[config.mk]
export PLATFORM = sky130hd
export DESIGN_NAME = mult_err_monitor
export DESIGN_NICKNAME = d
export VERILOG_FILES = /design/src/rtl/mult_err_monitor.sv
export SDC_FILE = /design/constraint.sdc
export NUM_CORES = 1
export LEC_CHECK = 0
export CORE_ASPECT_RATIO = 0.8
export CORE_UTILIZATION = 54
export CTS_CLUSTER_DIAMETER = 120
export DETAILED_ROUTE_END_ITERATION = 6
export GPL_ROUTABILITY_DRIVEN = 1
export GPL_TIMING_DRIVEN = 0
export PLACE_DENSITY = 0.77
export SLEW_MARGIN = 20
export SYNTH_ARGS = -nofsm -noshare
export SYNTH_HDL_FRONTEND = slang
export SYNTH_SLANG_ARGS = --single-unit
[constraint.sdc]
create_clock -name clock -period 7.7 [get_ports clock]
set_input_delay 0.77 -clock clock [delete_from_list [all_inputs] [get_ports clock]]
set_output_delay 0.77 -clock clock [all_outputs]
set_load 0.02 [all_outputs]
[src/rtl/mult_err_monitor.sv]
// mult_err_monitor: windowed error statistics (sum/max error distance, error count) for the approximate multiplier.
// Define MULT_ERR_BIAS_EN to add the signed bias accumulator output sum_err.
module mult_err_monitor #(
    parameter int N_SAMPLES_LOG2 = 10,
    parameter int ACC_W = 48
) (
    input  logic                      clock,
    input  logic                      reset,
    input  logic                      start,
    input  logic                      in_valid,
    input  logic signed [15:0]        x,
    input  logic signed [15:0]        y,
    input  logic signed [31:0]        p_approx,
    output logic                      busy,
    output logic                      done,
    output logic [ACC_W-1:0]          sum_ed,
    output logic [32:0]               max_ed,
    output logic [N_SAMPLES_LOG2:0]   err_cnt,
    output logic [N_SAMPLES_LOG2:0]   sample_cnt
`ifdef MULT_ERR_BIAS_EN
    ,
    output logic signed [ACC_W-1:0]   sum_err
`endif
);
    localparam int CW = N_SAMPLES_LOG2 + 1;
    localparam logic [CW-1:0] LAST = CW'((1 << N_SAMPLES_LOG2) - 1);

    typedef enum logic [1:0] {IDLE, RUN, DRAIN, DONE} state_t;

    state_t state, state_n;
    logic accept, clear, v0, v1;
    logic signed [15:0] x_s0, y_s0;
    logic signed [31:0] exact;
    logic signed [32:0] diff;
    logic [32:0] ed, ed_s1;

    assign accept = state == RUN && in_valid;
    assign clear = state == IDLE && start;
    // p_approx arrives one cycle after its operands, aligned with the S0 registers
    assign exact = 32'(x_s0) * 32'(y_s0);
    assign diff = 33'(exact) - 33'(p_approx);
    assign ed = diff[32] ? -diff : diff;

    always_comb begin
        state_n = state;
        busy = 1'b0;
        done = 1'b0;
        case (state)
            IDLE: state_n = start ? RUN : IDLE;
            RUN: begin
                busy = 1'b1;
                state_n = (accept && sample_cnt == LAST) ? DRAIN : RUN;
            end
            DRAIN: begin
                busy = 1'b1;
                state_n = (!v0 && !v1) ? DONE : DRAIN;
            end
            default: begin
                done = 1'b1;
                state_n = IDLE;
            end
        endcase
    end

    always_ff @(posedge clock) begin
        if (reset) begin
            state <= IDLE;
            v0 <= 1'b0;
            v1 <= 1'b0;
            sum_ed <= '0;
            max_ed <= '0;
            err_cnt <= '0;
            sample_cnt <= '0;
        end else begin
            state <= state_n;
            v0 <= accept;
            x_s0 <= x;
            y_s0 <= y;
            v1 <= v0;
            ed_s1 <= ed;
            if (clear) begin
                sum_ed <= '0;
                max_ed <= '0;
                err_cnt <= '0;
                sample_cnt <= '0;
            end else begin
                if (v1) begin
                    sum_ed <= sum_ed + {{(ACC_W-33){1'b0}}, ed_s1};
                    max_ed <= (ed_s1 > max_ed) ? ed_s1 : max_ed;
                    err_cnt <= err_cnt + CW'(|ed_s1);
                end
                if (accept)
                    sample_cnt <= sample_cnt + 1'b1;
            end
        end
    end

`ifdef MULT_ERR_BIAS_EN
    logic signed [32:0] diff_s1;

    always_ff @(posedge clock) begin
        if (reset) begin
            sum_err <= '0;
        end else begin
            diff_s1 <= diff;
            if (clear)
                sum_err <= '0;
            else if (v1)
                sum_err <= sum_err + ACC_W'(diff_s1);
        end
    end
`endif
endmodule

==> impl_metrics.json <==
{
  "status": "complete, no violations",
  "post-route-util_pct": 64.2,
  "antenna_found_initial": 0,
  "syn_inst": 2264,
  "wl_per_cell_um": 18.0,
  "synthArstFlopShare_pct": 0,
  "routed_wirelength_um": 53600,
  "yosysUniqueCellTypes": 82,
  "place_congestion": 0.981,
  "htreeDepth": 4,
  "path_clk_slew_ns": 0.09,
  "slew_violations": 0,
  "syn_nets": 2792,
  "crit_type": "flop to flop",
  "hold_path_class": "flop to flop",
  "yosys-top-cells-area": "fa_1, dfxtp_1, ha_1",
  "dieArea_mm2": 0.0393,
  "drtAntennaViolNets": 0,
  "worst_pin_slew_ns": 0.971,
  "post-route-period-util_pct": 96.4,
  "dp_cells": 2924,
  "startpoint_type": "flop",
  "synth-seq-area-share_pct": 19.7,
  "cts_made_buffers": 17,
  "layout.nets": 3001,
  "netlist_area_mm2": 0.0208,
  "ys_warn_count": 0,
  "cts.sinks": 172,
  "timing.critical_path.slowest_cell_delay_ns": 0.65,
  "cp-end-kind": "flop",
  "grt_first_pass_wirelength_um": 87000,
  "diodes": 0,
  "required_ns": 8.02,
  "critPathTopFamily": "adder cells",
  "maxCapViolCount": 0,
  "root_buffer": "clkbuf_16",
  "io_buffers": 172,
  "clockBufferDepth": 2,
  "cts_tree": "yes",
  "initial_utilization_pct": 55.4,
  "slew_headroom_pct": 34.7,
  "synth_edf_count": 65,
  "min_period_ns": 7.42,
  "via_per_inst": 5.67,
  "num_rows": 63,
  "track_usage_pct": 28.2,
  "path_common_cell": "fa_1",
  "synth_ff_type": "dfxtp_1",
  "crit_slowest_cell": "edfxtp_1",
  "fmax_mhz": 135,
  "crit_path_cell_trace": "clkbuf_2 -> nand2_1 -> fa_1 -> fa_1 -> fa_1 -> inv_1 -> fa_1 -> fa_1 -> inv_1 -> fa_1 -> inv_1 -> ha_1 -> clkbuf_1 -> nand2_1 -> nor4_1 -> o211ai_1 -> and2_1 -> xnor2_1 -> nor3b_2 -> nand4_2 -> or3_1 -> nor4_2",
  "path_max_fanout": 10,
  "clock_latency_ns": 0.48,
  "finClkSkew_ns": 0.0301,
  "yosys_register_bits": 172,
  "final_common_cell": "inv_1",
  "grt_pass1_vias": 16762,
  "drc": 0,
  "syn_to_final_growth_pct": 15.8,
  "arrival_ns": 7.74,
  "fin_cells": 2973,
  "synth.top_cell.area_share_pct": 28.7,
  "synth_top_area_cell": "fa_1",
  "syn_avg_cell_area_um2": 9.19,
  "grt_overflow": 0,
  "final_cell_mix": "inv_1, fa_1, nand2_1",
  "hold_viol": 0,
  "dieWidth_um": 221,
  "critPathBufInv": 5,
  "grt_max_degree": 35,
  "hpwl_um": 44200,
  "first_pass_iters": 7,
  "setup_viol": 0,
  "first_iter_violations": 1396,
  "drive_above_1_share_pct": 5.35,
  "core_area_mm2": 0.0375,
  "io_pins": 173,
  "routed-via-count": 16850,
  "die_h_um": 178
}
[repair_timing]
action	CTS	global route
buffers inserted	4	17
gates resized for setup	11	74
setup endpoints to repair	32	32
hold endpoints to repair	0	0
hold buffers	0	0
gates cloned	0	0
[final timing paths]
path | startpoint | end | slack [ns] | depth (start not counted)
worst max-delay path | x_s0[14] | ed_s1[32] | 0.28 | 22
worst min-delay path | v0 | v1 | 0.47 | 1
worst max register to register | x_s0[14] | ed_s1[32] | 0.28 | 22
worst min register to register | v0 | v1 | 0.47 | 1
[per-layer routing]
metal	part of all wire, %	GRT usage (%)	vias to the layer above
li1	-	-	7851
met1	44	37.8	8286
met2	46	46.8	618
met3	6.8	5.05	95
met4	3.2	8.92	0
met5	0	0	-
[through the flow]
stage               setup WS, ns  setup TNS (ns)  hold slack (ns)  cell area [µm²]
global placement          -0.402           -9.83            0.446            23100
global route             -0.0290         -0.0290            0.481            24100
finish                     0.277               0            0.466            24100
detailed placement        -0.550          -13.78            0.452            23100
CTS                      0.00200               0            0.461            23800
floorplan                  0.610               0            0.432            20800
[synth_stat cells (11+ instances only)]
| master | count |
|---|---|
| mux2i_1 | 26 |
| xor2_1 | 40 |
| nor3_1 | 19 |
| xnor2_1 | 54 |
| nand2b_1 | 19 |
| and2_1 | 130 |
| nand3_1 | 61 |
| a21o_1 | 43 |
| edfxtp_1 | 65 |
| nor4_1 | 12 |
| clkbuf_1 | 73 |
| o21ai_0 | 96 |
| fa_1 | 298 |
| and3_1 | 18 |
| a211oi_1 | 20 |
| nor2_1 | 114 |
| nand4_1 | 23 |
| or4_1 | 11 |
| ha_1 | 162 |
| dfxtp_1 | 107 |
| o21a_1 | 15 |
| inv_1 | 387 |
| a31oi_1 | 11 |
| nand2_1 | 205 |
| a21oi_1 | 108 |
[area by class of cell]
cell class	count	area [µm²]
Buffer	75	332
Clock buffer	17	425
Clock inverter	15	195
Fill cell	3040	13400
Inverter	387	1460
Multi-Input combinational cell	1626	15100
Sequential cell	172	4090
Tap cell	487	609
Timing Repair Buffer	194	1900
[sequential cells by signal (all words and copies together), names as in the netlist]
register / flops
x_s0: 16
state: 2
max_ed: 33
sample_cnt: 11
v1: 1
v0: 1
y_s0: 16
sum_ed: 48
ed_s1: 33
err_cnt: 11
[logic make-up after synthesis]
kind of cell,count (synthesis),synth area share [%]
AOI/OAI and AO/OA,384,12.0
xor gates and xnor gates,94,3.96
adders and majority gates,460,38.4
buffers and inverters,466,8.47
DFF,172,19.7
muxes,26,1.25
and+or+nand+nor,662,16.2
Power is left out: the tool's default activity adds up to more than one toggle a clock period on the data nets, which glitch-free logic cannot reach.
==> RTL edit 1: new RTL, config.mk and constraints unchanged <==
Add an input register stage for `start`, `in_valid`, `x`, `y` and `p_approx`, cleared by the reset; this delays them by one clock. Comments in the files are not updated.
--- a/src/rtl/mult_err_monitor.sv
+++ b/src/rtl/mult_err_monitor.sv
@@ -28,4 +28,26 @@
     typedef enum logic [1:0] {IDLE, RUN, DRAIN, DONE} state_t;
 
+    logic start_q;
+    logic in_valid_q;
+    logic signed [15:0] x_q;
+    logic signed [15:0] y_q;
+    logic signed [31:0] p_approx_q;
+
+    always_ff @(posedge clock) begin
+        if (reset) begin
+            start_q    <= '0;
+            in_valid_q <= '0;
+            x_q        <= '0;
+            y_q        <= '0;
+            p_approx_q <= '0;
+        end else begin
+            start_q    <= start;
+            in_valid_q <= in_valid;
+            x_q        <= x;
+            y_q        <= y;
+            p_approx_q <= p_approx;
+        end
+    end
+
     state_t state, state_n;
     logic accept, clear, v0, v1;
@@ -35,9 +57,9 @@
     logic [32:0] ed, ed_s1;
 
-    assign accept = state == RUN && in_valid;
-    assign clear = state == IDLE && start;
+    assign accept = state == RUN && in_valid_q;
+    assign clear = state == IDLE && start_q;
     // p_approx arrives one cycle after its operands, aligned with the S0 registers
     assign exact = 32'(x_s0) * 32'(y_s0);
-    assign diff = 33'(exact) - 33'(p_approx);
+    assign diff = 33'(exact) - 33'(p_approx_q);
     assign ed = diff[32] ? -diff : diff;
 
@@ -47,5 +69,5 @@
         done = 1'b0;
         case (state)
-            IDLE: state_n = start ? RUN : IDLE;
+            IDLE: state_n = start_q ? RUN : IDLE;
             RUN: begin
                 busy = 1'b1;
@@ -75,6 +97,6 @@
             state <= state_n;
             v0 <= accept;
-            x_s0 <= x;
-            y_s0 <= y;
+            x_s0 <= x_q;
+            y_s0 <= y_q;
             v1 <= v0;
             ed_s1 <= ed;
Function: changed (Yosys sat finds a counterexample within 4 cycles, from zero or initial values and one cycle with reset high).
==> RTL edit 1 against the original RTL <==
  * Cell area grew 9.8%
  * Area after synthesis grew 8.3%
  * Wire length grew 13%
  * Setup slack lost 0.13 ns
  * Highest routed layer unchanged
  * Sequential cell count grew 66
  * Clock skew shrank 0.020 ns
  * Critical path type unchanged
Power is not shown: default switching activity piles up to over one toggle a cycle in this logic, so the estimate is an artifact.
==> RTL edit 1: results <==
outcome:
  outcome: "completed"
sta:
  hold_slack_ns: 0.402
  fin_skew_ns: 0.00982
drt:
  wl_per_cell_um: 18.8
  drt-vias-per-instance: 5.52
  drt_iter0_drc: 1144
  first_pass_iters: 5
finish:
  layout.area.seq_um2: 5420
  multi_input_gates: 1677
  clock_area_frac: 0.0356
  clock_buffers: 34
  n_sequential_cell: 238
  syn_to_final_growth_pct: 17.4
  drive_gt1_frac: 0.0686
  buffers_excl_clock: 313
  multi_input_area_um2: 15300
  fill_cells: 3347
  nonClkBufAreaFrac: 0.0976
  fin_cells: 3213
min_path:
  worstHoldStart: "y_q[3]"
  hold_path_end: "y_s0[3]"
clock_network:
  cts_buffer_depth: 3
  htreeDepth: 1
  path_clk_slew_ns: 0.06
  numCtsBuffers: 26
worst_setup_path:
  critPathMaxFanout: 9
  reg2reg_to: "ed_s1[31]"
  r2r_cells: 25
  r2r_start: "y_s0[7]"
  reg2reg_setup_slack_ns: 0.14
yosys:
  synth_compound_area_frac: 0.103
  yosysUniqueCellTypes: 88
  synth_xor_area_frac: 0.0400
  synth_nets: 2926
  ys_seq_area_frac: 0.240
  synth_cells: 2398
  netlist_top_cells_count: "inv_1, fa_1, nand2_1"
  synth_area_leaders: "fa_1, dfxtp_1, ha_1"
  synth_adder_area_share: 0.355
global_route:
  grt_pass1_vias: 17885
  grt_pass1_wl_mm: 95.7
  grt_use_total: 0.288
placement:
  place_area_um2: 25000
  port_buffers: 171
  dp.cells: 3114
  routabilityCongestion: 0.947
  pre_cts_ws_ns: -0.788
  dpl.hpwl_mm: 49.0
RTL edit 1: worst max-delay path by stage:
stage | from | endpoint | slack [ns] | depth (start not counted)
final | y_s0[7] | ed_s1[31] | 0.14 | 25
after global routing | y_s0[7] | ed_s1[31] | -0.04 | 25
after floorplan | y_s0[2] | ed_s1[27] | 0.39 | 25
after CTS | x_s0[8] | ed_s1[31] | 0.003 | 24
after global placement | x_s0[15] | ed_s1[27] | -0.60 | 25
after detailed placement | x_s0[15] | ed_s1[27] | -0.79 | 25
RTL edit 1: per-layer routing:
layer | track usage | wire [um] | up-vias
met1 | 0.380 | 26100 | 8642
li1 | - | - | 8308
met4 | 0.117 | 2950 | 0
met5 | 0 | 0 | -
met3 | 0.0419 | 3810 | 148
met2 | 0.479 | 27500 | 640
RTL edit 1: worst max-delay path, stage by stage (launching register included):
cell	delay (ns)
edfxtp_1	0.45
buf_4	0.17
buf_4	0.14
and2_1	0.15
fa_1	0.54
inv_1	0.06
fa_1	0.44
fa_1	0.49
inv_1	0.05
fa_1	0.50
fa_1	0.55
inv_1	0.05
fa_1	0.53
inv_1	0.04
ha_1	0.27
buf_4	0.17
a21oi_4	0.15
o21ai_4	0.08
or4_1	0.51
o32a_1	0.18
o21a_2	0.15
or4_4	0.44
or3_4	0.44
or2_4	0.25
o41a_1	0.33
xor2_1	0.15
RTL edit 1: logic make-up (layout without fill, tap and decap cells):
family,Yosys count,count (layout)
adders and majority gates,460,460
muxes,29,29
buffers and inverters,483,754
xor gates and xnor gates,103,103
AOI/OAI and AO/OA,355,355
DFF,238,238
and+or+nand+nor,730,730
RTL edit 1: what timing repair did:
action / 4_1_cts / 5_1_grt
setup buffers: 20 / 35
endpoints found under the hold margin: 0 / 0
pin swaps: 1 / 13
resized for setup: 32 / 53
setup endpoints to repair: 32 / 32
==> RTL edit 2: new RTL, config.mk and constraints unchanged <==
Without the edit above. Change the parameter `N_SAMPLES_LOG2` from 10 to 11.
--- a/src/rtl/mult_err_monitor.sv
+++ b/src/rtl/mult_err_monitor.sv
@@ -2,5 +2,5 @@
 // Define MULT_ERR_BIAS_EN to add the signed bias accumulator output sum_err.
 module mult_err_monitor #(
-    parameter int N_SAMPLES_LOG2 = 10,
+    parameter int N_SAMPLES_LOG2 = 11,
     parameter int ACC_W = 48
 ) (
Ports: changed (resized err_cnt and sample_cnt); port bits go from 173 to 175. The function was not compared with the original's and may differ.
==> RTL edit 2 against the original RTL <==
  * The run now ends with DRC left
  * Area after synthesis down 1.7%
  * Sequential cell count up 2
  * Setup slack worse by 0.0039 ns
  * Cell area down 1.2%
  * Wire length down 4.0%
  * Global-route usage down 0.49 points
  * Utilization down 0.26 points
  * Critical path type unchanged
Power is left out: the tool's default activity adds up to more than one toggle a clock period on the data nets, which glitch-free logic cannot reach.
==> RTL edit 2: results <==
worst_setup_path:
  r2r_cells: 23
  cp.arrival_ns: 7.63
  startpoint: "x_s0[10]"
  critical_path.max_stage_delay_ns: 0.61
  r2r_start: "x_s0[10]"
  reg2reg_to: "ed_s1[24]"
drt:
  wl_per_cell_um: 17.7
  first_pass_iters: 7
  remaining_drc_errors: 66
  drt_iter0_drc: 1156
  wl_mm: 51.4
  drt-vias-per-instance: 5.45
yosys:
  ys_seq_area_frac: 0.202
  synth_nets: 2711
  yosysUniqueCellTypes: 78
  synth_area_leaders: "fa_1, dfxtp_1, ha_1"
  netlist_top_cells_count: "inv_1, fa_1, nand2_1"
  synth_cells: 2183
global_route:
  grt_max_degree: 36
  grt_use_total: 0.278
  grt_pass1_vias: 16184
  antenna_found_initial: 1
  grt_pass1_wl_mm: 83.2
sta:
  fin_skew_ns: 0.0166
  hold_slack_ns: 0.485
  period_share: 0.965
  tightestPinTransition_ns: 0.983
clock_network:
  cts_buffer_depth: 2
  clock_latency_ns: 0.46
  cts_resized: 13
  cts_setup_buffers: 7
  path_clk_slew_ns: 0.07
min_path:
  hold-path-cell-count: 1
finish:
  layout.nets: 2932
  drive_gt1_frac: 0.0600
  largest_register_ffs: 48
  fill_cells: 3115
placement:
  dp.cells: 2845
  place_area_um2: 22800
  pre_cts_ws_ns: -0.541
  port_buffers: 174
  routabilityCongestion: 0.955
  dpl.hpwl_mm: 42.9
outcome:
  violations: "DRC"
  outcome: "complete, but fails checks"
-- RTL edit 2: logic make-up after synthesis --
kind of cell               after synthesis  share of synthesized area
adders and majority gates              460                      0.391
DFF                                    174                      0.202
buffers and inverters                  453                     0.0843
xor gates and xnor gates               122                     0.0530
muxes                                   29                     0.0142
AOI/OAI and AO/OA                      292                     0.0949
and+or+nand+nor                        653                      0.160
-- RTL edit 2: layer usage --
layer  vias to the layer above  GRT usage  routed length (um)
met4                         0     0.0868                1070
met5                         -          0                   0
met2                       539      0.454               24100
met1                      7751      0.373               23100
met3                        63     0.0510                3200
li1                       7467          -                   -
-- RTL edit 2: final cells by class --
cell class	instances	area, um^2	share of cell area
Sequential cell	174	4130	0.174
Multi-Input combinational cell	1556	14700	0.617
Buffer	68	324	0.0136
Timing Repair Buffer	204	1990	0.0838
Tap cell	487	609	0.0256
Antenna cell	1	2.50	0.000105
Inverter	383	1450	0.0609
Clock inverter	11	116	0.00489
Clock buffer	21	493	0.0207
